==> config.mk <==
export PLATFORM = sky130hd
export DESIGN_NAME = cpu_core_ctl
export DESIGN_NICKNAME = d
export VERILOG_FILES = /design/src/rtl/cpu_core_ctl.sv
export SDC_FILE = /design/constraint.sdc
export NUM_CORES = 2
export LEC_CHECK = 0
export CORE_MARGIN = 3
export CORE_UTILIZATION = 25
export DETAILED_ROUTE_END_ITERATION = 8
export PLACE_DENSITY_LB_ADDON = 0.25
export SLEW_MARGIN = 10
export SYNTH_ARGS = -nofsm -noshare
export SYNTH_HDL_FRONTEND = slang
export SYNTH_SLANG_ARGS = --single-unit
==> constraint.sdc <==
create_clock -name CLK -period 16.7 [get_ports CLK]
set_input_delay 5.01 -clock CLK [delete_from_list [all_inputs] [get_ports CLK]]
set_output_delay 5.01 -clock CLK [all_outputs]
set_load 0.02 [all_outputs]
==> src/rtl/cpu_core_ctl.sv <==
// Parametrised single-cycle CPU core with run/step/halt control, loadable IMEM and debug read port.
// One instruction commits per CLK edge while executing; IMEM writes are accepted only when not running.
module cpu_core_ctl #(
  parameter int REG_WIDTH  = 16,
  parameter int NUM_REGS   = 8,
  parameter int IMEM_DEPTH = 64,
  parameter int RET_WIDTH  = 32,
  localparam int PC_W      = $clog2(IMEM_DEPTH),
  localparam int RI_W      = $clog2(NUM_REGS)
) (
  input  logic                 CLK,
  input  logic                 RST,
  input  logic                 imem_we,
  input  logic [PC_W-1:0]      imem_waddr,
  input  logic [15:0]          imem_wdata,
  input  logic                 run,
  input  logic                 step,
  input  logic [2:0]           dbg_raddr,
  output logic [REG_WIDTH-1:0] dbg_rdata,
  output logic [PC_W-1:0]      pc,
  output logic                 halted,
  output logic                 running,
  output logic [RET_WIDTH-1:0] retired
);

  localparam logic [1:0] S_IDLE   = 2'd0;
  localparam logic [1:0] S_RUN    = 2'd1;
  localparam logic [1:0] S_HALTED = 2'd2;

  localparam logic [PC_W-1:0]      PC_ONE  = PC_W'(1);
  localparam logic [RET_WIDTH-1:0] RET_ONE = RET_WIDTH'(1);

  logic [1:0]           state_q, state_d;
  logic [PC_W-1:0]      pc_q, pc_d;
  logic [RET_WIDTH-1:0] ret_q, ret_d;
  logic [REG_WIDTH-1:0] regs_q [NUM_REGS];
  logic [15:0]          imem [IMEM_DEPTH];

  logic [15:0]          instr;
  logic [3:0]           op;
  logic [RI_W-1:0]      rd_idx, rs_idx;
  logic [5:0]           imm;
  logic [REG_WIDTH-1:0] sx_reg, rd_val, rs_val, wr_val;
  logic [PC_W-1:0]      pc_sx;
  logic                 exec, wr_en;

  assign instr  = imem[pc_q];
  assign op     = instr[15:12];
  assign rd_idx = instr[9 +: RI_W];
  assign rs_idx = instr[6 +: RI_W];
  assign imm    = instr[5:0];
  assign sx_reg = {{(REG_WIDTH-6){imm[5]}}, imm};
  assign rd_val = regs_q[rd_idx];
  assign rs_val = regs_q[rs_idx];

  // Branch offset folded to PC width so pc arithmetic wraps modulo IMEM_DEPTH.
  generate
    if (PC_W <= 6) begin : g_pc_trunc
      assign pc_sx = imm[PC_W-1:0];
    end else begin : g_pc_sext
      assign pc_sx = {{(PC_W-6){imm[5]}}, imm};
    end
  endgenerate

  // IDLE with run and step together transitions to RUN without executing.
  assign exec = ((state_q == S_RUN) && run) ||
                ((state_q == S_IDLE) && !run && step);

  always_comb begin
    state_d = state_q;
    pc_d    = pc_q;
    ret_d   = ret_q;
    wr_en   = 1'b0;
    wr_val  = rd_val;
    case (state_q)
      S_IDLE:  if (run) state_d = S_RUN;
      S_RUN:   if (!run) state_d = S_IDLE;
      default: ;
    endcase
    if (exec) begin
      if (op == 4'h0) begin
        state_d = S_HALTED;
      end else begin
        pc_d = pc_q + PC_ONE;
        if (ret_q != '1) ret_d = ret_q + RET_ONE;
        case (op)
          4'h1: begin wr_en = 1'b1; wr_val = rd_val + sx_reg; end
          4'h2: begin wr_en = 1'b1; wr_val = rd_val + rs_val; end
          4'h3: begin wr_en = 1'b1; wr_val = rd_val - rs_val; end
          4'h4: if (rd_val != '0) pc_d = pc_q + pc_sx;
          4'h5: pc_d = pc_q + pc_sx;
          default: ;
        endcase
      end
    end
  end

  always_ff @(posedge CLK or posedge RST) begin
    if (RST) begin
      state_q <= S_IDLE;
      pc_q    <= '0;
      ret_q   <= '0;
    end else begin
      state_q <= state_d;
      pc_q    <= pc_d;
      ret_q   <= ret_d;
    end
  end

  always_ff @(posedge CLK or posedge RST) begin
    if (RST) begin
      for (int i = 0; i < NUM_REGS; i++) regs_q[i] <= '0;
    end else if (wr_en) begin
      regs_q[rd_idx] <= wr_val;
    end
  end

  // IMEM survives reset; writes are dropped while running.
  always_ff @(posedge CLK) begin
    if (imem_we && ((state_q == S_IDLE) || (state_q == S_HALTED)))
      imem[imem_waddr] <= imem_wdata;
  end

  assign dbg_rdata = regs_q[dbg_raddr[RI_W-1:0]];
  assign pc        = pc_q;
  assign halted    = (state_q == S_HALTED);
  assign running   = (state_q == S_RUN);
  assign retired   = ret_q;

endmodule

# --- After elaboration in Yosys (flattened, before gate mapping) ---
# Memory sizes are Yosys's and may differ from the RTL's.
# Cells that the tools add are included.
op_classes:
  order_cmp: 4
  add_sub_neg: 6
  muxes: 27
  eq_ne: 8
  n_reduce_logical: 14
  n_bitwise: 4
ops:
  columns: ["operator", "count"]
  rows:
  - ["16-bit binary-select mux with 3-bit select", 3]
  - ["16-bit 2-to-1 mux", 9]
  - ["128-bit bitwise mux", 1]
  - ["16-bit demux with 3-bit select", 1]
  - ["16-bit case mux with 3 select lines", 1]
  - ["16-bit adder", 2]
  - ["32-bit by 1-bit adder with 32-bit output (second input constant)", 1]
  - ["32-bit inequality test (second input constant)", 1]
  - ["16-bit nonzero test", 1]
  - ["16-bit subtractor", 1]
  - ["4-bit >= comparator (second input constant)", 3]
  - ["3-bit NOT with 4-bit output", 3]
  - ["6-bit case mux with 2 select lines", 1]
  - ["4-bit by 2-bit == test with 1-bit output (second input constant)", 2]
  - ["4-bit by 3-bit == test with 1-bit output (second input constant)", 2]
  - ["2-bit 2-to-1 mux", 4]
  - ["6-bit by 1-bit adder with 6-bit output (second input constant)", 1]
  - ["6-bit adder", 1]
  - ["6-bit 2-to-1 mux", 1]
  - ["1-bit logical AND", 5]
  - ["1-bit 2-to-1 mux", 5]
  - ["4-bit by 1-bit == test with 1-bit output (second input constant)", 1]
  - ["4-bit logical NOT", 1]
  - ["4-bit by 1-bit < comparator with 1-bit output (second input constant)", 1]
  - ["10 further kinds", 11]
totals:
  reg_bits: 168
  ram_bits: 1024
  out_inout_bits: 56
  memories: 1
mem_list:
  columns: ["memory", "words", "width", "read_ports", "rd_ports_with_merged_regs", "write_ports", "line_no", "text"]
  rows:
  - ["imem", 64, 16, 1, 0, 1, "37", "logic [15:0] imem [IMEM_DEPTH];"]

# --- Logic depth before layout (Yosys ltp) ---
# An unclocked memory read counts as a cell.
logic_depth:
  ltp_word: 10
  depth_mapped: 38
  depth_no_buf: 29

# --- Least setup slack after synthesis ---
# No wires, ideal clock.
synth_timing:
  kind: "input to output"
  startpoint: "in dbg_raddr[1]"
  endpoint: "out dbg_rdata[10]"
  cell_stages: 5
  setup_slack_ns: 4.957
  n_path_buf: 3
  required_time_ns: 11.690
  arrival_ns: 6.733
  path_cell_list: "clkbuf_1 clkbuf_1 clkbuf_1 mux4_2 mux2_2"
synth_between:
  elab_chain_cells: 4
synth_lines:
  columns: ["element", "line_no", "text"]
  rows:
  - ["start, declared", "18", "input logic [2:0] dbg_raddr,"]
  - ["3-bit NOT with 4-bit output (implied by the code)", "124", "assign dbg_rdata = regs_q[dbg_raddr[RI_W-1:0]];"]
  - ["16-bit binary-select mux with 3-bit select", "124", null]
  - ["16-bit 2-to-1 mux (implied by the code) (2 in a row)", "124", null]
  - ["end, declared", "19", "output logic [REG_WIDTH-1:0] dbg_rdata,"]
# Every way passes these cells. The select of a mux whose other input is x is not followed.

# --- Final worst setup path ---
layout_timing:
  startpoint: "in dbg_raddr[0]"
  endpoint: "out dbg_rdata[12]"
# Same word-level chain as after synthesis.

==> impl_results.md <==
* Setup TNS at 0 ns
* XOR/XNOR share of the synthesized area at 0.0103
* Mux cell area share after synthesis at 0.216
* Yosys warns at 0
* Switching Fraction at 0.420
* Worst reg2reg startpoint: pc[0]$_DFFE_PP0P_
* Combinational family with the most area after synthesis: multiplexers
* Crit. Startpoint: dbg_raddr[0]
* Worst-margin pin slew at 1.20 ns
* Clk_lat worst skew at 0.77 ns
* FF-to-FF path depth at 29
* Via-per-instance ratio at 4.75
* Relative slew slack at 0.200
* Comb power frac at 0.488
* Most frequent cells in the layout: edfxtp_1 (1024), mux4_2 (310), mux2_2 (188), dfrtp_1 (164), mux2i_1 (163)
* Critical path arrival at 7.32 ns
* DR pass1 iterations at 7
* Critical Path End: dbg_rdata[12]
* Power Dens Cells at 211 nW/um2
* Wire length on met1 at 66900 um
* Critical setup path kind: in -> out
* Met3 wire length at 9350 um
* Clock Power Share at 0.229
* Final wirelength at 149000 um
* DR top layer: met5
* Cells after synthesis at 2810
* Layout Utilization at 0.295
* Total power at 12.8 mW
* WL/cell at 25.7 um
* Worst EP required at 11.69 ns
* Post-CTS Setup Repair Bufs at 0
* Compound-Gate Fraction of Synth Area at 0.0307
* Iter 0 DRT Violations at 2516
* Slew Limit Fails at 0
* Ports at 86
* Post-cts sizing count at 0
* Clk slew on worst S/H paths at 0.06 ns
* Sequential-to-total area share from yosys stat at 0.675
* Hold-fix buffers at CTS at 0
* RSZ-0062 raised after global routing: false
* Met2 wire len at 69800 um
* Peak supply drop at 0.000237 V
* Adder-Cell Fraction of Synth Area at 0.00730
* EDFF count, synth at 1024
* Skew final at 0.0401 ns
* Syn_nets at 2869
* Share of cells above drive strength 1 at 0.293
* Post-Syn Area at 51800 um2
* Clk sink count at 1192
* Final nets at 3047
* Tot GR Track Use at 0.139
* Row cnt at 166
* Startpoint types: primary input
* Vias post-DR at 27500
* Die area at 213000 um2
* Largest net degree at the start of global routing at 109
* Initial Utilization at 0.252
* Clock tree from TritonCTS: done
* Critical Path, Cell by Cell: buf_2, mux4_2, mux2_2, clkdlybuf4s50_1
* Placed cell area at 56200 um2
* Final period util at 0.738
* Synth cell types at 82
* Most common cell after layout, fill and taps aside: edfxtp_1
* Fin Hold WS at 0.490 ns
* Vias in the first global route at 28100
* Core ar. at 205000 um2
* Min Tclk post-route at 12.33 ns
* Layout area overhead at 17.0%
* First-pass GRT wire length at 213000 um
* Status: complete, no violations
* Root Driver: clkbuf_16
* RR Endpoint: regs_q[47]$_DFFE_PP0P_
* Pint at 7.40 mW
* Hold Fails Final Rpt at 0
* Die Span Y at 461 um
* MaxCap Viol Count at 0
* Finished Cell Area at 60600 um2
* Post-Synth Simple-Gate Area at 0.0432
* Global placer's final weighted congestion at 0.803
* Leak pwr at 20.2 nW
* GRT Residual Overflow at 0
* Top_reg_cell synth: edfxtp_1
* Critical path's slowest cell: buf_2
* P_sw at 5.35 mW
* Yosys reg bits at 1192
* H-tree lvl count at 4
* Initial antenna violation count at 18
* DIE WIDTH at 461 um
* Sequential share of power at 0.283
* Syn Area/Cell at 18.4 um2
* Port Buffer Count at 85
* Hpwl dp at 89700 um
* Cts bufs inserted at 135
* Reg2Reg Setup Slack at 7.41 ns
* Ys async rst share at 0.141
* Crit-path max FO at 32
* Remaining antenna violation count at 0
* Hold Path Class: reg -> reg
* Endpoints failing setup at 0
* CP peak stage delay at 0.79 ns
* Drc violations at 0
* Achievable Freq at 81.1 MHz
* Clock tree buffer depth at 3
* Worst setup EP type: output port
==> critical path: cells and delay by family <==
family                 cells  cell delay, ns
multiplexers               2            0.94
buffers and inverters      2            1.34
==> through the flow <==
stage / instances / worst slack, ns
4_1_cts: 5777 / 4.32
3_5_place_dp: 5539 / 4.33
3_3_place_gp: 5539 / 4.35
6_report: 5780 / 4.37
5_1_grt: 5778 / 4.21
2_1_floorplan: 2810 / 4.96
==> metal layers <==
| metal | vias to the layer above | GRT usage |
|---|---|---|
| li1 | 11800 | - |
| met4 | 2 | 0.0273 |
| met1 | 14700 | 0.194 |
| met3 | 197 | 0.0325 |
| met2 | 813 | 0.221 |
| met5 | - | 0 |
==> how the worst min path moves through the flow <==
| stage | from | endpoint | slack [ns] | cells after the start |
|---|---|---|---|---|
| 3_3_place_gp | retired[6]$_DFFE_PP0P_ | retired[6]$_DFFE_PP0P_ | 0.47 | 1 |
| 5_1_grt | retired[8]$_DFFE_PP0P_ | retired[8]$_DFFE_PP0P_ | 0.50 | 1 |
| 6_report | retired[19]$_DFFE_PP0P_ | retired[19]$_DFFE_PP0P_ | 0.49 | 1 |
| 3_5_place_dp | retired[19]$_DFFE_PP0P_ | retired[19]$_DFFE_PP0P_ | 0.48 | 1 |
| 4_1_cts | retired[19]$_DFFE_PP0P_ | retired[19]$_DFFE_PP0P_ | 0.49 | 1 |
| 2_1_floorplan | regs_q[31]$_DFFE_PP0P_ | regs_q[31]$_DFFE_PP0P_ | 0.48 | 2 |
==> Yosys cell counts (16+ instances only) <==
cell | n | area, um2
a21oi_1 | 56 | 280
a22oi_1 | 16 | 120
and4_1 | 17 | 149
buf_1 | 21 | 78.8
buf_2 | 56 | 280
clkbuf_1 | 53 | 199
dfrtp_1 | 168 | 4200
edfxtp_1 | 1024 | 30700
ha_1 | 27 | 338
inv_1 | 31 | 116
mux2_2 | 188 | 2120
mux2i_1 | 163 | 1630
mux4_1 | 17 | 447
mux4_2 | 310 | 6980
nand2_1 | 121 | 454
nand3_1 | 30 | 150
nand4_1 | 19 | 119
nor2_1 | 151 | 567
nor2b_1 | 18 | 113
nor3_1 | 17 | 85.1
o211ai_1 | 17 | 128
o21ai_0 | 26 | 130
xnor2_1 | 37 | 324
xor2_1 | 24 | 210
==> power by group through the flow <==
stage	Combinational, mW	Sequential [mW]	Clock (mW)
2_1_floorplan	4.27	3.56	0
3_3_place_gp	6.23	3.68	0
3_5_place_dp	6.25	3.67	0
4_1_cts	6.27	3.61	3.00
5_1_grt	6.70	3.63	3.13
6_report	6.23	3.61	2.92
==> cell families (layout without fill, tap and decap cells) <==
| kind of cell | after synthesis | in the layout |
|---|---|---|
| adders and majority gates | 29 | 29 |
| DFF | 1192 | 1192 |
| and+or+nand+nor | 442 | 442 |
| muxes | 680 | 680 |
| other | 0 | 3 |
| xor gates and xnor gates | 61 | 61 |
| AOI/OAI and AO/OA | 223 | 223 |
| buffers and inverters | 183 | 462 |
==> state kept, by name, indices dropped and copies added (netlist names) <==
register,count
pc,6
retired,32
imem,1024
state_q,2
regs_q,128
==> layout make-up <==
type | count | area (um2)
Inverter | 32 | 128
Antenna cell | 3 | 7.51
Clock inverter | 66 | 739
Clock buffer | 172 | 3620
Sequential cell | 1192 | 35000
Multi-Input combinational cell | 1435 | 16100
Tap cell | 2688 | 3360
Fill cell | 20200 | 145000
Timing Repair Buffer | 192 | 1610
Power figures use the tool's default switching activity.
